--- src/rtl/cic3_pkg.sv ---
// Shared types and constants for the CIC3 decimation controller.
package cic3_pkg;
  typedef enum logic [1:0] {
    IDLE   = 2'd0,
    SETTLE = 2'd1,
    RUN    = 2'd2,
    DRAIN  = 2'd3
  } state_t;

  // Count value at which the filter output has settled after the falling edge of divided_clk.
  localparam int CAPTURE_PHASE          = 2;
  localparam int DEFAULT_SETTLE_SAMPLES = 3;
endpackage

--- src/rtl/cic3_dec_counter.sv ---
// Decimation counter: free-runs modulo 2**CLOCK_WIDTH while enabled and
// produces the registered divided clock and the sample capture strobe.
module cic3_dec_counter
  import cic3_pkg::*;
#(
  parameter int CLOCK_WIDTH = 8
) (
  input  logic clk,
  input  logic reset,
  input  logic en,
  input  logic clr,
  output logic divided_clk,
  output logic strobe
);
  logic [CLOCK_WIDTH-1:0] cnt;
  logic [CLOCK_WIDTH-1:0] cnt_next;
  logic                   wrap_seen;

  assign cnt_next = cnt + CLOCK_WIDTH'(1);

  always_ff @(posedge clk) begin
    if (reset || clr) begin
      cnt         <= '0;
      wrap_seen   <= 1'b0;
      divided_clk <= 1'b0;
    end else if (en) begin
      cnt         <= cnt_next;
      divided_clk <= cnt_next[CLOCK_WIDTH-1];
      if (&cnt) wrap_seen <= 1'b1;
    end
  end

  // The first partial period after a start carries no valid filter word.
  assign strobe = en && wrap_seen && (cnt == CLOCK_WIDTH'(CAPTURE_PHASE));
endmodule

--- src/rtl/cic3_dec_ctrl.sv ---
// CIC3 decimation controller: sequences filter reset, discards settling
// samples, and hands decimated words to a consumer with overrun tracking.
module cic3_dec_ctrl
  import cic3_pkg::*;
#(
  parameter int DECIMATION_FACTOR = 256,
  parameter int CLOCK_WIDTH       = $clog2(DECIMATION_FACTOR),
  parameter int NUMBITS           = 3*CLOCK_WIDTH+1,
  parameter int SETTLE_SAMPLES    = DEFAULT_SETTLE_SAMPLES
) (
  input  logic               clk,
  input  logic               reset,
  input  logic               start,
  input  logic               stop,
  input  logic [NUMBITS-1:0] filt_out,
  output logic               divided_clk,
  output logic               filt_reset_n,
  output logic [NUMBITS-1:0] data_out,
  output logic               data_valid,
  input  logic               data_ready,
  output logic [15:0]        sample_count,
  output logic               overrun,
  output logic [1:0]         state
);
  localparam int SW = $clog2(SETTLE_SAMPLES+1);

  if (DECIMATION_FACTOR < 4 || (DECIMATION_FACTOR & (DECIMATION_FACTOR-1)) != 0 ||
      SETTLE_SAMPLES < 1) begin : g_bad_param
    $error("cic3_dec_ctrl: illegal DECIMATION_FACTOR or SETTLE_SAMPLES");
  end

  state_t        state_q;
  logic [SW-1:0] settle_cnt;
  logic          strobe;
  logic          count_en;
  logic          count_clr;
  logic          run_strobe;
  logic          load;
  logic          lost;

  assign state      = state_q;
  assign count_en   = (state_q == SETTLE) || (state_q == RUN);
  assign count_clr  = (state_q == IDLE) || (state_q == DRAIN && !data_valid);
  assign run_strobe = strobe && (state_q == RUN) && !stop;
  assign load       = run_strobe && (!data_valid || data_ready);
  assign lost       = run_strobe && data_valid && !data_ready;

  cic3_dec_counter #(.CLOCK_WIDTH(CLOCK_WIDTH)) u_counter (
    .clk         (clk),
    .reset       (reset),
    .en          (count_en),
    .clr         (count_clr),
    .divided_clk (divided_clk),
    .strobe      (strobe)
  );

  always_ff @(posedge clk) begin
    if (reset) begin
      state_q      <= IDLE;
      settle_cnt   <= '0;
      filt_reset_n <= 1'b0;
      data_out     <= '0;
      data_valid   <= 1'b0;
      sample_count <= '0;
      overrun      <= 1'b0;
    end else begin
      case (state_q)
        IDLE: if (start) begin
          state_q      <= SETTLE;
          settle_cnt   <= SW'(SETTLE_SAMPLES);
          filt_reset_n <= 1'b1;
          overrun      <= 1'b0;
          sample_count <= '0;
        end
        SETTLE: begin
          if (stop) begin
            state_q <= DRAIN;
          end else if (strobe) begin
            settle_cnt <= settle_cnt - SW'(1);
            if (settle_cnt == SW'(1)) state_q <= RUN;
          end
        end
        RUN: if (stop) state_q <= DRAIN;
        DRAIN: if (!data_valid) begin
          state_q      <= IDLE;
          filt_reset_n <= 1'b0;
        end
        default: state_q <= IDLE;
      endcase

      if (load) begin
        data_out     <= filt_out;
        data_valid   <= 1'b1;
        sample_count <= sample_count + 16'd1;
      end else if (data_valid && data_ready) begin
        data_valid <= 1'b0;
      end
      if (lost) overrun <= 1'b1;
    end
  end
endmodule

--- config.mk ---
export PLATFORM = sky130hd
export DESIGN_NAME = cic3_dec_ctrl
export DESIGN_NICKNAME = d
export VERILOG_FILES = /design/src/rtl/cic3_pkg.sv /design/src/rtl/cic3_dec_counter.sv /design/src/rtl/cic3_dec_ctrl.sv
export SDC_FILE = /design/constraint.sdc
export NUM_CORES = 1
export LEC_CHECK = 0
export ABC_AREA = 1
export CAP_MARGIN = 25
export CORE_MARGIN = 5
export CORE_UTILIZATION = 40
export CTS_CLUSTER_SIZE = 12
export DETAILED_ROUTE_END_ITERATION = 10
export PLACE_DENSITY = 0.69
export SYNTH_ARGS = -nofsm -noshare
export SYNTH_HDL_FRONTEND = slang
export SYNTH_SLANG_ARGS = --single-unit
--- constraint.sdc ---
create_clock -name clk -period 3 [get_ports clk]
set_input_delay 0.75 -clock clk [delete_from_list [all_inputs] [get_ports clk]]
set_output_delay 0.75 -clock clk [all_outputs]
set_load 0.03 [all_outputs]
Word-level counts from Yosys, hierarchy flattened
Cells that the tools add are included.
{"block": "op_classes", "n_addsub": 3, "n_eq_ne": 12, "mux": 22, "n_reduce_logical": 30}
{"op": "$mux W16", "count": 3}
{"op": "$mux W2", "count": 9}
{"op": "$add A16 B1 Y16 const B", "count": 1}
{"op": "$reduce_bool A2 Y1", "count": 7}
{"op": "$ne A2 B2 Y1 const B", "count": 5}
{"op": "$logic_and A1 B1 Y1", "count": 9}
{"op": "$reduce_and A9 Y1", "count": 1}
{"op": "$add A8 B1 Y8 const B", "count": 1}
{"op": "$eq A8 B2 Y1 const B", "count": 1}
{"op": "$pmux W2 S4", "count": 1}
{"op": "$mux W1", "count": 7}
{"op": "$reduce_and A5 Y1", "count": 1}
{"op": "$eq A2 B1 Y1 const B", "count": 2}
{"op": "$eq A2 B2 Y1 const B", "count": 2}
{"op": "$logic_or A1 B1 Y1", "count": 4}
{"op": "$pmux W2 S2", "count": 1}
{"op": "$reduce_and A2 Y1", "count": 2}
{"op": "$reduce_and A4 Y1", "count": 1}
{"op": "$logic_not A1 Y1", "count": 3}
{"op": "$ne A3 B2 Y1 const B", "count": 1}
{"op": "$ne A3 B3 Y1 const B", "count": 1}
{"op": "$reduce_and A3 Y1", "count": 1}
{"op": "$logic_not A2 Y1", "count": 1}
{"op": "$pmux W1 S2", "count": 1}
{"op": "$sub A2 B1 Y2 const B", "count": 1}
{"block": "word_totals", "reg_bits": 58, "input_bits": 30, "out_inout_bits": 47, "wordCells": 77}

Logic depth before layout (Yosys ltp)
{"block": "logic_depth", "word_depth": 10, "mapped_depth": 10, "depth_no_buf": 10}

Modules after synthesis
A second synthesis with hierarchy kept.
{"block": "hier_totals", "hier_cells": 368, "area_unflattened_um2": 2601.2}
{"module": "cic3_dec_ctrl", "instances": 1, "cells_each": 310, "area_per_inst_um2": 2163.3, "seq_area_each_um2": 960.9}
{"module": "cic3_dec_counter", "instances": 1, "cells_each": 58, "area_per_inst_um2": 437.9, "seq_area_each_um2": 180.2}

Worst setup path before layout
No wires, ideal clock.
{"block": "synth_path", "path_type": "register -> register", "from": "reg state_q[0] (netlist: state[0])", "to": "reg sample_count[6]", "setup_ns": 0.070, "t_arrival_ns": 1.862, "required_ns": 2.930, "path_slack_ns": 1.068, "stages_incl_launch_ff": 10, "n_path_buf": 1, "period_less_slack_ns": 1.932, "cell_sequence": "dfxtp_1 inv_1 ha_1 nand2_2 nor2_4 nand3_2 nor2_4 buf_6 nand2_1 a21oi_1"}
{"block": "synth_via", "elab_chain_cells": 9, "word_cells_on_any_way": 13, "classes_between": "2 x eq/ne; 1 x mux; 10 x reduce/logical"}
{"element": "from (decl)", "line": "cic3_dec_ctrl.sv:32", "text": "state_t state_q;"}
{"element": "from (signal assigned)", "line": "cic3_dec_ctrl.sv:59", "text": "state_q <= IDLE;"}
{"element": "from (signal assigned)", "line": "cic3_dec_ctrl.sv:69", "text": "state_q <= SETTLE;"}
{"element": "from (signal assigned)", "line": "cic3_dec_ctrl.sv:77", "text": "state_q <= DRAIN;"}
{"element": "$eq A2 B1 Y1 / $eq A2 B2 Y1 (equally long branches)", "line": "cic3_dec_ctrl.sv:42, cic3_dec_ctrl.sv:44"}
{"element": "$logic_or A1 B1 Y1", "line": "cic3_dec_ctrl.sv:42", "text": "assign count_en = (state_q == SETTLE) || (state_q == RUN);"}
{"element": "$logic_and A1 B1 Y1 (2 in series)", "line": "cic3_dec_counter.sv:34", "text": "assign strobe = en && wrap_seen && (cnt == CLOCK_WIDTH'(CAPTURE_PHASE));"}
{"element": "$logic_and A1 B1 Y1 (2 in series)", "line": "cic3_dec_ctrl.sv:44", "text": "assign run_strobe = strobe && (state_q == RUN) && !stop;"}
{"element": "$logic_and A1 B1 Y1", "line": "cic3_dec_ctrl.sv:45", "text": "assign load = run_strobe && (!data_valid || data_ready);"}
{"element": "$reduce_bool A2 Y1 (no line)"}
{"element": "$reduce_and A2 Y1 (no line)"}
{"element": "to (signal assigned)", "line": "cic3_dec_ctrl.sv:94", "text": "sample_count <= sample_count + 16'd1;"}
{"element": "to (decl)", "line": "cic3_dec_ctrl.sv:21", "text": "output logic [15:0] sample_count,"}
Parallel ways exist; a longest one is shown, timed or not.
A chain may end at the register's enable or synchronous reset.

Worst setup path after layout
{"block": "layout_path", "from": "reg sample_count[10]", "to": "out sample_count[10]"}
No word-level cell between the ends.

==> out/metrics.yaml <==
min_path_type: "reg2reg"
ioPinCount: 77
die_w_um: 91.34
hold_buffers: 0
synth_top_area_share_pct: 43.12
root_buffer: "clkbuf_8"
synth_xor_area_share_pct: 0.9929
multi_input_area_um2: 1294
outcome: "finished clean"
core.rowCount: 29
drt_iter0_markers: 85
yosys_warnings: 0
synth.area.top_cells: "dfxtp_1, nand2_1, a21oi_1, nand3_1, inv_1"
dpl.hpwl_um: 4836
postRouteAntennaNets: 0
grtUsageTotal_pct: 16.68
n_fill_cell: 603
h-tree-depth: 3
p_clk_share_pct: 33.0
routed_wl_um: 6852
clock_path_buffers: 2
grt_pass1_vias: 2456
max_freq_mhz: 445.0
vias: 2609
rsz0062_at_grt: "false"
crit_family: "buffers and inverters"
hold_violations: 0
power_switching_uw: 588.4
p_comb_share_pct: 22.9
slowest_delay_ns: 0.72
start_util_pct: 41.44
grt_overflow_total: 0
synth-seq-cells: 57
slew_viol_final: 0
netlist_area_um2: 2646
cts_sinks: 57
yosys.area_share.simple_pct: 30.02
fin_nets: 489
finalSetupTns_ns: 0
diodes: 0
synth_edf_count: 0
swShare_pct: 31.75
viasPerCell: 4.904
crit_type: "reg2out"
gp_congestion: 0.8264
fin_area_um2: 3612
syn_nets: 411
max-slew-margin-rel_pct: 56.75
antenna_found_initial: 0
power_report.internal_total_mw: 1.265
synth_compound_area_share_pct: 14.09
crit_buf_inv: 1
synthCells: 373
seq_area_um2: 1141
areaGrowthSynthToFinish_pct: 36.50
min_period_ns: 2.247
ys_async_sr_fraction_pct: 0
cp-start-kind: "flop"
cap_violations: 0
worst-path-max-fanout: 6
core_area_um2: 6386
worstMarginPinSlew_ns: 0.6472
critPathRequiredTime_ns: 2.25
cts_tree: "done"
numCtsBuffers: 9
drive_above_1_share_pct: 5.275
portBuffers: 76
netlist.top_cell.by_area: "dfxtp_1"
die_h_um: 91.34
crit_path_end_kind: "output pin"
final_common_cell: "nand2_1"
ys_seq_area_share_pct: 43.12
setup_violations: 0
cts_resized: 0
grt_pass1_wl_um: 11390
cts.clk_slew.worst_paths_ns: 0.06
post_cts.repair.setup_buffers: 0
fin_crit_sh_pct: 74.90
firstDrtPassIters: 4
fin_util_pct: 56.56
crit_chain: "clkdlybuf4s50_1"
synthFlopType: "dfxtp_1"
seqPwrFrac_pct: 44.1
grt_max_degree: 42
crit_arrival_ns: 1.50
clock_latency_ns: 0.33
synth_cell_types: 23
layout_common_cells: "nand2_1, clkdlybuf4s50_1, a21oi_1"
muxShareOfSynthArea_pct: 0
leakage_nw: 1.263
drc_errors: 0
die_area_um2: 8342
synth_fa_ha_area_share_pct: 3.783
irDropWorstVdd_uv: 570.3
dpl_cell_area_um2: 3450
slowest_stage: "clkdlybuf4s50_1"
synth_top_family_by_area: "simple AND/OR/NAND/NOR gates"
avgSynthCellArea_um2: 7.095
clock_skew_ns: 0.008129
wire_per_inst_um: 12.88
power.density_nw_per_um2: 513.0
==> worst paths after layout <==
kind | to | cells past startpoint | startpoint | slack (ns)
max | sample_count[10] | 1 | sample_count[10] | 0.75
max reg2reg | sample_count[3] | 9 | state[0] | 0.84
min | u_counter.wrap_seen | 2 | u_counter.wrap_seen | 0.45
min reg2reg | u_counter.wrap_seen | 2 | u_counter.wrap_seen | 0.45
==> power by group through the flow <==
stage	Sequential [mW]	Clock [mW]	Combinational [mW]
3_5_place_dp	0.835	0	0.425
2_1_floorplan	0.859	0	0.260
4_1_cts	0.818	0.631	0.428
6_report	0.818	0.611	0.424
5_1_grt	0.823	0.669	0.475
3_3_place_gp	0.833	0	0.415
==> final cells by class <==
type / count / share of cell area, %
Inverter: 34 / 3.533
Multi-Input combinational cell: 269 / 35.82
Timing Repair Buffer: 80 / 21.89
Sequential cell: 57 / 31.59
Clock buffer: 12 / 4.018
Tap cell: 77 / 2.667
Clock inverter: 3 / 0.4849
==> tightest hold or removal path, cell delays in order (launching register included) <==
cell	delay (ns)
dfxtp_1	0.31
inv_1	0.05
a21oi_1	0.05
==> per-stage QoR <==
step           cells  hold WS (ns)  worst slack (ns)  power, mW
2_1_floorplan    373        0.4303             1.068      1.120
3_3_place_gp     517        0.4431            0.6286      1.249
3_5_place_dp     517        0.4440            0.5342      1.260
4_1_cts          532        0.4543            0.7218      1.876
5_1_grt          532        0.4830            0.6327      1.967
6_report         532        0.4526            0.7529      1.853
==> routing by layer <==
metal	GRT usage (%)	routed length (um)
met1	19.13	3061
met2	28.37	3329
met3	6.198	317
met4	5.990	144
met5	0	0
==> kinds of logic after synthesis <==
| group | Yosys count |
|---|---|
| AO/OA/AOI/OAI | 73 |
| XOR/XNOR | 3 |
| adder cells (fa/ha/maj) | 8 |
| buffers and inverters | 47 |
| flip-flops | 57 |
| AND/OR/NAND/NOR | 185 |
==> Yosys cell counts, drive strengths merged, types with 2 or more instances <==
master / n
a21oi: 58
buf: 8
clkbuf: 5
dfxtp: 57
ha: 8
inv: 34
nand2: 109
nand3: 33
nand4: 5
nor2: 27
nor3: 5
nor3b: 2
o21ai: 12
o21bai: 2
or2: 3
xnor2: 3
==> sequential cells by signal, indices dropped and copies added, names as in the netlist <==
register	cells
u_counter.wrap_seen	1
u_counter.cnt	7
u_counter.divided_clk	1
overrun	1
sample_count	16
state	2
settle_cnt	2
data_valid	1
data_out	25
filt_reset_n	1
No activity file was read; power rests on OpenSTA's default activity.
